--- src/rtl/aes_pkg.sv ---
// Shared AES-128 key-expansion constants: round count, round constants,
// S-box table and the controller state encoding.
package aes_pkg;

  localparam int NR = 10;

  typedef enum logic [1:0] {
    ST_IDLE   = 2'd0,
    ST_EXPAND = 2'd1,
    ST_READY  = 2'd2
  } ks_state_t;

  localparam logic [7:0] RCON [NR] = '{
    8'h01, 8'h02, 8'h04, 8'h08, 8'h10, 8'h20, 8'h40, 8'h80, 8'h1b, 8'h36
  };

  localparam logic [7:0] SBOX [256] = '{
    8'h63, 8'h7c, 8'h77, 8'h7b, 8'hf2, 8'h6b, 8'h6f, 8'hc5, 8'h30, 8'h01, 8'h67, 8'h2b, 8'hfe, 8'hd7, 8'hab, 8'h76,
    8'hca, 8'h82, 8'hc9, 8'h7d, 8'hfa, 8'h59, 8'h47, 8'hf0, 8'had, 8'hd4, 8'ha2, 8'haf, 8'h9c, 8'ha4, 8'h72, 8'hc0,
    8'hb7, 8'hfd, 8'h93, 8'h26, 8'h36, 8'h3f, 8'hf7, 8'hcc, 8'h34, 8'ha5, 8'he5, 8'hf1, 8'h71, 8'hd8, 8'h31, 8'h15,
    8'h04, 8'hc7, 8'h23, 8'hc3, 8'h18, 8'h96, 8'h05, 8'h9a, 8'h07, 8'h12, 8'h80, 8'he2, 8'heb, 8'h27, 8'hb2, 8'h75,
    8'h09, 8'h83, 8'h2c, 8'h1a, 8'h1b, 8'h6e, 8'h5a, 8'ha0, 8'h52, 8'h3b, 8'hd6, 8'hb3, 8'h29, 8'he3, 8'h2f, 8'h84,
    8'h53, 8'hd1, 8'h00, 8'hed, 8'h20, 8'hfc, 8'hb1, 8'h5b, 8'h6a, 8'hcb, 8'hbe, 8'h39, 8'h4a, 8'h4c, 8'h58, 8'hcf,
    8'hd0, 8'hef, 8'haa, 8'hfb, 8'h43, 8'h4d, 8'h33, 8'h85, 8'h45, 8'hf9, 8'h02, 8'h7f, 8'h50, 8'h3c, 8'h9f, 8'ha8,
    8'h51, 8'ha3, 8'h40, 8'h8f, 8'h92, 8'h9d, 8'h38, 8'hf5, 8'hbc, 8'hb6, 8'hda, 8'h21, 8'h10, 8'hff, 8'hf3, 8'hd2,
    8'hcd, 8'h0c, 8'h13, 8'hec, 8'h5f, 8'h97, 8'h44, 8'h17, 8'hc4, 8'ha7, 8'h7e, 8'h3d, 8'h64, 8'h5d, 8'h19, 8'h73,
    8'h60, 8'h81, 8'h4f, 8'hdc, 8'h22, 8'h2a, 8'h90, 8'h88, 8'h46, 8'hee, 8'hb8, 8'h14, 8'hde, 8'h5e, 8'h0b, 8'hdb,
    8'he0, 8'h32, 8'h3a, 8'h0a, 8'h49, 8'h06, 8'h24, 8'h5c, 8'hc2, 8'hd3, 8'hac, 8'h62, 8'h91, 8'h95, 8'he4, 8'h79,
    8'he7, 8'hc8, 8'h37, 8'h6d, 8'h8d, 8'hd5, 8'h4e, 8'ha9, 8'h6c, 8'h56, 8'hf4, 8'hea, 8'h65, 8'h7a, 8'hae, 8'h08,
    8'hba, 8'h78, 8'h25, 8'h2e, 8'h1c, 8'ha6, 8'hb4, 8'hc6, 8'he8, 8'hdd, 8'h74, 8'h1f, 8'h4b, 8'hbd, 8'h8b, 8'h8a,
    8'h70, 8'h3e, 8'hb5, 8'h66, 8'h48, 8'h03, 8'hf6, 8'h0e, 8'h61, 8'h35, 8'h57, 8'hb9, 8'h86, 8'hc1, 8'h1d, 8'h9e,
    8'he1, 8'hf8, 8'h98, 8'h11, 8'h69, 8'hd9, 8'h8e, 8'h94, 8'h9b, 8'h1e, 8'h87, 8'he9, 8'hce, 8'h55, 8'h28, 8'hdf,
    8'h8c, 8'ha1, 8'h89, 8'h0d, 8'hbf, 8'he6, 8'h42, 8'h68, 8'h41, 8'h99, 8'h2d, 8'h0f, 8'hb0, 8'h54, 8'hbb, 8'h16
  };

  function automatic logic [31:0] sub_word(input logic [31:0] w);
    return {SBOX[w[31:24]], SBOX[w[23:16]], SBOX[w[15:8]], SBOX[w[7:0]]};
  endfunction

endpackage

--- src/rtl/key_round.sv ---
// One AES-128 key-expansion step: RotWord/SubWord/rcon on the last word,
// then the XOR chain across the four words of the previous round key.
module key_round
  import aes_pkg::*;
(
  input  logic [127:0] key_prev,
  input  logic [7:0]   rcon,
  output logic [127:0] key_next
);

  logic [31:0] w0, w1, w2, w3;
  logic [31:0] t;
  logic [31:0] o0, o1, o2, o3;

  // combinational round: word 0 sits in the top 32 bits
  always_comb begin
    w0 = key_prev[127:96];
    w1 = key_prev[95:64];
    w2 = key_prev[63:32];
    w3 = key_prev[31:0];
    t  = sub_word({w3[23:0], w3[31:24]}) ^ {rcon, 24'h000000};
    o0 = w0 ^ t;
    o1 = w1 ^ o0;
    o2 = w2 ^ o1;
    o3 = w3 ^ o2;
    key_next = {o0, o1, o2, o3};
  end

endmodule

--- src/rtl/key_schedule_ctrl.sv ---
// AES-128 key schedule controller: expands a loaded key one round per clock
// through a single key_round instance and serves registered round-key reads.
//
// state     | meaning
// ----------+-----------------------------------------------------------
// ST_IDLE   | no key loaded since reset; reads ignored
// ST_EXPAND | iterating key_round, rk[rnd+1] written each clock
// ST_READY  | all 11 round keys valid; reads served with 1-cycle latency
module key_schedule_ctrl #(
  parameter int NR = 10  // only 10 (AES-128) is supported
) (
  input  logic         clk,
  input  logic         rst,
  input  logic         key_load,
  input  logic [127:0] key_in,
  output logic         busy,
  output logic         key_ready,
  input  logic         rk_req,
  input  logic [3:0]   rk_idx,
  output logic         rk_valid,
  output logic [127:0] rk_out,
  output logic         rk_err
);

  import aes_pkg::*;

  localparam logic [3:0] RND_LAST = 4'(NR - 1);
  localparam logic [3:0] IDX_MAX  = 4'(NR);

  ks_state_t    state;
  logic [3:0]   rnd;
  logic [3:0]   rnd_nxt;
  logic [127:0] cur;
  logic [127:0] nxt;
  logic [127:0] rk [0:10];

  assign rnd_nxt = rnd + 4'd1;

  key_round u_key_round (
    .key_prev (cur),
    .rcon     (RCON[rnd]),
    .key_next (nxt)
  );

  // FSM, round-key store and registered read port; key_load beats a read
  always_ff @(posedge clk or posedge rst) begin
    if (rst) begin
      state     <= ST_IDLE;
      rnd       <= 4'd0;
      cur       <= '0;
      for (int i = 0; i <= 10; i++) rk[i] <= '0;
      busy      <= 1'b0;
      key_ready <= 1'b0;
      rk_valid  <= 1'b0;
      rk_err    <= 1'b0;
      rk_out    <= '0;
    end else begin
      rk_valid <= 1'b0;
      rk_err   <= 1'b0;
      if (key_load) begin
        rk[0]     <= key_in;
        cur       <= key_in;
        rnd       <= 4'd0;
        state     <= ST_EXPAND;
        busy      <= 1'b1;
        key_ready <= 1'b0;
      end else begin
        case (state)
          ST_EXPAND: begin
            rk[rnd_nxt] <= nxt;
            cur         <= nxt;
            rnd         <= rnd_nxt;
            if (rnd == RND_LAST) begin
              state     <= ST_READY;
              busy      <= 1'b0;
              key_ready <= 1'b1;
            end
          end
          ST_READY: begin
            if (rk_req) begin
              rk_valid <= 1'b1;
              if (rk_idx > IDX_MAX) begin
                rk_err <= 1'b1;
                rk_out <= '0;
              end else begin
                rk_out <= rk[rk_idx];
              end
            end
          end
          default: ;
        endcase
      end
    end
  end

endmodule

--- config.mk ---
export PLATFORM = sky130hd
export DESIGN_NAME = key_schedule_ctrl
export DESIGN_NICKNAME = d
export VERILOG_FILES = /design/src/rtl/aes_pkg.sv /design/src/rtl/key_round.sv /design/src/rtl/key_schedule_ctrl.sv
export SDC_FILE = /design/constraint.sdc
export NUM_CORES = 2
export LEC_CHECK = 0
export BUFFER_PORTS_ARGS = -buffer_cell sky130_fd_sc_hd__buf_4
export CAP_MARGIN = 20
export CORE_ASPECT_RATIO = 0.5
export CORE_MARGIN = 1
export CORE_UTILIZATION = 40
export DETAILED_ROUTE_END_ITERATION = 12
export GPL_ROUTABILITY_DRIVEN = 0
export PLACE_DENSITY = 0.54
export SYNTH_ARGS = -nofsm -noshare
export SYNTH_HDL_FRONTEND = slang
export SYNTH_HIERARCHICAL = 1
export SYNTH_SLANG_ARGS = --single-unit
--- constraint.sdc ---
create_clock -name clk -period 64.4 [get_ports clk]
set_input_delay 12.88 -clock clk [delete_from_list [all_inputs] [get_ports clk]]
set_output_delay 12.88 -clock clk [all_outputs]
set_load 0.01 [all_outputs]
### Word level (Yosys, flattened, before mapping)

Memories as Yosys holds them, arrays and structs flattened.
Index checks and enable logic that the tools add are counted.

| word-level totals | value |
|---|---|
| bits in registers | 1674 |
| bits in read-only memories | 8320 |
| logic and storage cells | 95 |
| memories | 5 |

| operators by class | value |
|---|---|
| add/sub/neg operators | 1 |
| $lt $le $gt $ge | 9 |
| equal/unequal tests | 3 |
| multiplexer cells | 39 |
| bitwise logic cells | 13 |
| reduce and logical (&&, ||, !) cells | 6 |

Memory list:

| name | words | width | read ports | clocked after memory_dff | write ports | RTL line | source |
|---|---|---|---|---|---|---|---|
| (no name shown) | 256 | 8 | 1 | 0 | 0 | aes_pkg.sv:37 | `return {SBOX[w[31:24]], SBOX[w[23:16]], SBOX[w[15:8]], SBOX[w[7:0]]};` |
| (no name shown) | 256 | 8 | 1 | 0 | 0 | aes_pkg.sv:37 |  |
| (no name shown) | 256 | 8 | 1 | 0 | 0 | aes_pkg.sv:37 |  |
| (no name shown) | 256 | 8 | 1 | 0 | 0 | aes_pkg.sv:37 |  |
| (no name shown) | 16 | 8 | 1 | 0 | 0 | key_schedule_ctrl.sv:41 | `.rcon (RCON[rnd]),` |

Operator list:

| cell | count |
|---|---|
| bitwise mux 1408 bit | 1 |
| 2-to-1 mux 1408 bit | 1 |
| 2-to-1 mux 128 bit | 7 |
| binary-select mux 128 bit (select 4 bit) | 1 |
| demux 128 bit (select 4 bit) | 1 |
| bitwise XOR 32 bit | 5 |
| 2-to-1 mux 8 bit | 10 |
| greater-or-equal comparator 9 bit, second input constant | 4 |
| NOT 8 -> 9 bit | 4 |
| greater-or-equal comparator 5 bit, second input constant | 3 |
| NOT 4 -> 5 bit | 3 |
| 2-to-1 mux 1 bit | 13 |
| 2-to-1 mux 4 bit | 2 |
| 2-to-1 mux 2 bit | 3 |
| < comparator 5 x 1 -> 1 bit, second input constant | 1 |
| adder 4 x 1 -> 4 bit, second input constant | 1 |
| == test 4 bit, second input constant | 1 |
| greater-than comparator 4 bit, second input constant | 1 |
| AND reduction 2 bit | 2 |
| nonzero test 2 bit | 2 |
| AND reduction 3 bit | 1 |
| == test 2 x 1 -> 1 bit, second input constant | 1 |
| == test 2 bit, second input constant | 1 |
| logical AND 1 bit | 1 |
| NOT 1 bit | 1 |

### Logic depth before layout (Yosys ltp)

| depth | value |
|---|---|
| word-level depth | 12 |
| depth in mapped cells | 17 |
| depth with buffers taken out | 11 |

### Cells and area by module

Netlist, hierarchy kept.

Modules (own cells, without submodules):

| module | times used | cells an instance | area an instance (µm²) | seq. area each (µm²) |
|---|---|---|---|---|
| key_schedule_ctrl | 1 | 5059 | 75773.9 | 41840.1 |
| key_round | 1 | 2339 | 16281.9 | 0.0 |

### Least setup slack after synthesis

OpenSTA, ideal clock, no wires.

| path | value |
|---|---|
| path type | input to register |
| from | input rk_idx[0] |
| to | register rk_out[10] |
| arrival | 14.501 ns |
| path slack | 49.773 ns |
| stages on the path | 8 |
| path through | buf_2 buf_4 clkbuf_1 clkbuf_1 mux4_2 mux2i_1 nor2_1 a221o_1 |

| on the way | value |
|---|---|
| word-level cells in the longest chain between the ends | 5 |
| elaborated cells on any way between the ends | 6 |
| those cells by class | order compare: 1; mux: 4; bitwise: 1 |

Ends and longest elaborated chain:

| what | RTL line | source |
|---|---|---|
| start: declaration | key_schedule_ctrl.sv:19 | `input logic [3:0] rk_idx,` |
| NOT 4 -> 5 bit (not written as such) | key_schedule_ctrl.sv:86 | `rk_out <= rk[rk_idx];` |
| binary-select mux 128 bit (select 4 bit) | key_schedule_ctrl.sv:86 |  |
| 2-to-1 mux 128 bit (not written as such) (2 in a row) | key_schedule_ctrl.sv:86 |  |
| 2-to-1 mux 128 bit * | key_schedule_ctrl.sv:82 | `if (rk_idx > IDX_MAX) begin` |
| end signal: assignment | key_schedule_ctrl.sv:86 |  |
| end: declaration | key_schedule_ctrl.sv:21 | `output logic [127:0] rk_out,` |

Mark *: on every way between the ends. The rest lies on a longest branch, timed or not. The select of a mux whose other input is x is not followed.
A chain may end at the register's enable or synchronous reset.

==> flow_metrics.env <==
export IMPL_outcome="finished clean"
export IMPL_finalCritPeriodShare=0.262
export IMPL_cts_root_buf="clkbuf_16"
export IMPL_first_iter_violations=7826
export IMPL_antenna_found_initial=11
export IMPL_yosys_warnings=6
export IMPL_track_usage=0.272
export IMPL_syn_to_final_growth_pct=10.5
export IMPL_synthFlopType="dfrtp_1"
export IMPL_synth_avg_cell_area_um2=12.4
export IMPL_synth_nets=7598
export IMPL_slew_violations=0
export IMPL_layout_setup_ws_ns=47.53
export IMPL_cp_required_ns=65.26
export IMPL_drc_errors=0
export IMPL_maxCapViolCount=0
export IMPL_place_ws_ns=46.48
export IMPL_cts_repair_resized=0
export IMPL_timing_final_hold_violations=0
export IMPL_synth_top_area_frac=0.455
export IMPL_yosys_top_cells_area="dfrtp_1 (45%), mux2_2 (7.3%), mux4_2 (7.3%)"
export IMPL_row_count=124
export IMPL_end_kind="asynchronous set/reset pin"
export IMPL_rsz0062_at_grt="false"
export IMPL_crit_fanout=152
export IMPL_finalSetupTns_ns=0
export IMPL_setup_violations_final=0
export IMPL_netlist_instances=7398
export IMPL_initial_core_util=0.403
export IMPL_grt_pass1_wl_um=471000
export IMPL_final_cells=10500
export IMPL_worstPathArrival_ns=17.73
export IMPL_post_place_cells=10200
export IMPL_cts_setup_buffers=0
export IMPL_dr_pass1_iters=12
export IMPL_post_dp_hpwl_um=197000
export IMPL_drive_gt1_frac=0.278
export IMPL_die_w_um=680
export IMPL_ys_seq_area_frac=0.455
export IMPL_startpoint="rst"
export IMPL_htree_num_levels=4
export IMPL_die_area_um2=232000
export IMPL_clock_path_buffers=4
export IMPL_ys_seq_elements=1672
export IMPL_clk_pin_slew_ns=0.06
export IMPL_fmaxAchievable_mhz=59.3
export IMPL_skew_ns=0.0848
export IMPL_clkLatencyLatePin_ns=0.87
export IMPL_yosys_area_top_type="dfrtp_1"
export IMPL_final_min_clock_period_ns=16.87
export IMPL_min_from="rk[1014]"
export IMPL_ios=268
export IMPL_wl_um=322000
export IMPL_r2r_slack_ns=57.97
export IMPL_synth_cell_types=119
export IMPL_dieHeight_um=341
export IMPL_grt_pass1_vias=64300
export IMPL_antenna_left=0
export IMPL_via_count=64800
export IMPL_async_reset_ff_frac=1.00
export IMPL_rr_startpoint="cur[0]"
export IMPL_worst_pin_slew_ns=1.36
export IMPL_min_path_type="register to register"
export IMPL_max_slew_margin_rel=0.0952
export IMPL_syn_area_um2=92100
export IMPL_start_kind="input pin"
export IMPL_synth_edf_count=0
export IMPL_postCtsHoldBufs=0
export IMPL_core_area_um2=229000
export IMPL_nNetsFinal=7450
export IMPL_clock_sinks=1672
export IMPL_worstSetupPathType="input pin to asynchronous set/reset pin"
export IMPL_final_util=0.445
export IMPL_drt_vias_per_instance=6.19
export IMPL_grt_overflow_total=0
export IMPL_grt_max_degree=153
export IMPL_wl_per_cell_um=30.7
export IMPL_cts_made_buffers=171
export IMPL_cts_tree="built"
export IMPL_io_buffer_count=267
## synth_stat cells (20+ instances only)
| cell type | n |
|---|---|
| mux2i_1 | 426 |
| clkbuf_1 | 378 |
| a311oi_1 | 38 |
| a221oi_1 | 31 |
| nand3_1 | 74 |
| nor2b_1 | 90 |
| o2111ai_1 | 21 |
| o211ai_1 | 31 |
| buf_2 | 294 |
| a2111oi_0 | 25 |
| a21oi_1 | 139 |
| a221o_1 | 262 |
| inv_1 | 51 |
| xor2_1 | 67 |
| nand2b_1 | 93 |
| nor3_1 | 84 |
| mux2_1 | 400 |
| buf_6 | 52 |
| o21bai_1 | 132 |
| mux2_4 | 303 |
| o31ai_1 | 31 |
| xnor2_1 | 137 |
| or2_2 | 24 |
| mux2_2 | 600 |
| a211oi_1 | 53 |
| nor3b_1 | 24 |
| buf_4 | 21 |
| o21ai_0 | 256 |
| and3_1 | 20 |
| mux4_2 | 297 |
| or3_1 | 21 |
| a31oi_1 | 38 |
| dfrtp_1 | 1672 |
| o311ai_0 | 34 |
| ha_1 | 64 |
| buf_1 | 36 |
| and2_1 | 157 |
| nor2_1 | 281 |
| nand2_1 | 282 |
## state kept, by name (all words and copies together), names as in the netlist
name	cells
cur	128
key_ready	1
rk	1408
rk_err	1
rk_out	128
rk_valid	1
rnd	4
state	1
## kinds of logic after synthesis
family / after synthesis / share of synthesized area
DFF: 1672 / 0.455
buffers and inverters: 849 / 0.0441
AOI/OAI and AO/OA: 1341 / 0.111
xor gates and xnor gates: 223 / 0.0238
adders and majority gates: 64 / 0.00870
muxes: 2027 / 0.291
and+or+nand+nor: 1222 / 0.0672
## stage by stage
step	hold WS (ns)	area [um^2]
after floorplan	0.459	92100
final	0.485	102000
after global routing	0.498	102000
after CTS	0.489	102000
after global placement	0.468	96000
after detailed placement	0.475	96000
## path summary, 6_finish.rpt
check,end,cells after the start
max,cur[127],7
min,rk[1014],1
max reg2reg,cur[10],12
min reg2reg,rk[1014],1
max in group clk,rk[934],8
min in group asynchronous,rk[542],2
## critical path: stages
cell	delay [ns]
buf_4	0.13
inv_8	0.48
buf_12	0.62
buf_4	0.83
buf_12	0.64
buf_4	0.74
buf_4	0.79
## layer usage
layer | GRT usage | part of all wire | vias to the layer above
met5 | 0.0125 | 0.0017 | -
met4 | 0.0770 | 0.033 | 18
met3 | 0.0832 | 0.096 | 669
met2 | 0.398 | 0.43 | 2824
met1 | 0.388 | 0.44 | 34100
li1 | - | - | 27200
## layout make-up
| cell class | count | area, um^2 |
|---|---|---|
| flip-flops and latches | 1672 | 41900 |
| repair buffers | 465 | 3760 |
| well taps | 3087 | 3860 |
| multi-input cells | 4877 | 46500 |
| diodes | 5 | 12.5 |
| fillers | 21100 | 127000 |
| clock buffers | 260 | 5100 |
| inverters | 63 | 246 |
| clock inverters | 39 | 452 |
## cell usage in the layout, fill, tap and decap left out, drive strengths merged, types with 141 or more instances in the layout
cell type and count:
mux2i 427, mux2 1303, buf 465, o21ai 263, xnor2 141, nand2 283, and2 159, clkbuf 260
a221o 262, dfrtp 1672, mux4 297, nor2 281
Power is left out: the tool's default activity adds up to more than one toggle a clock period on the data nets, which glitch-free logic cannot reach.
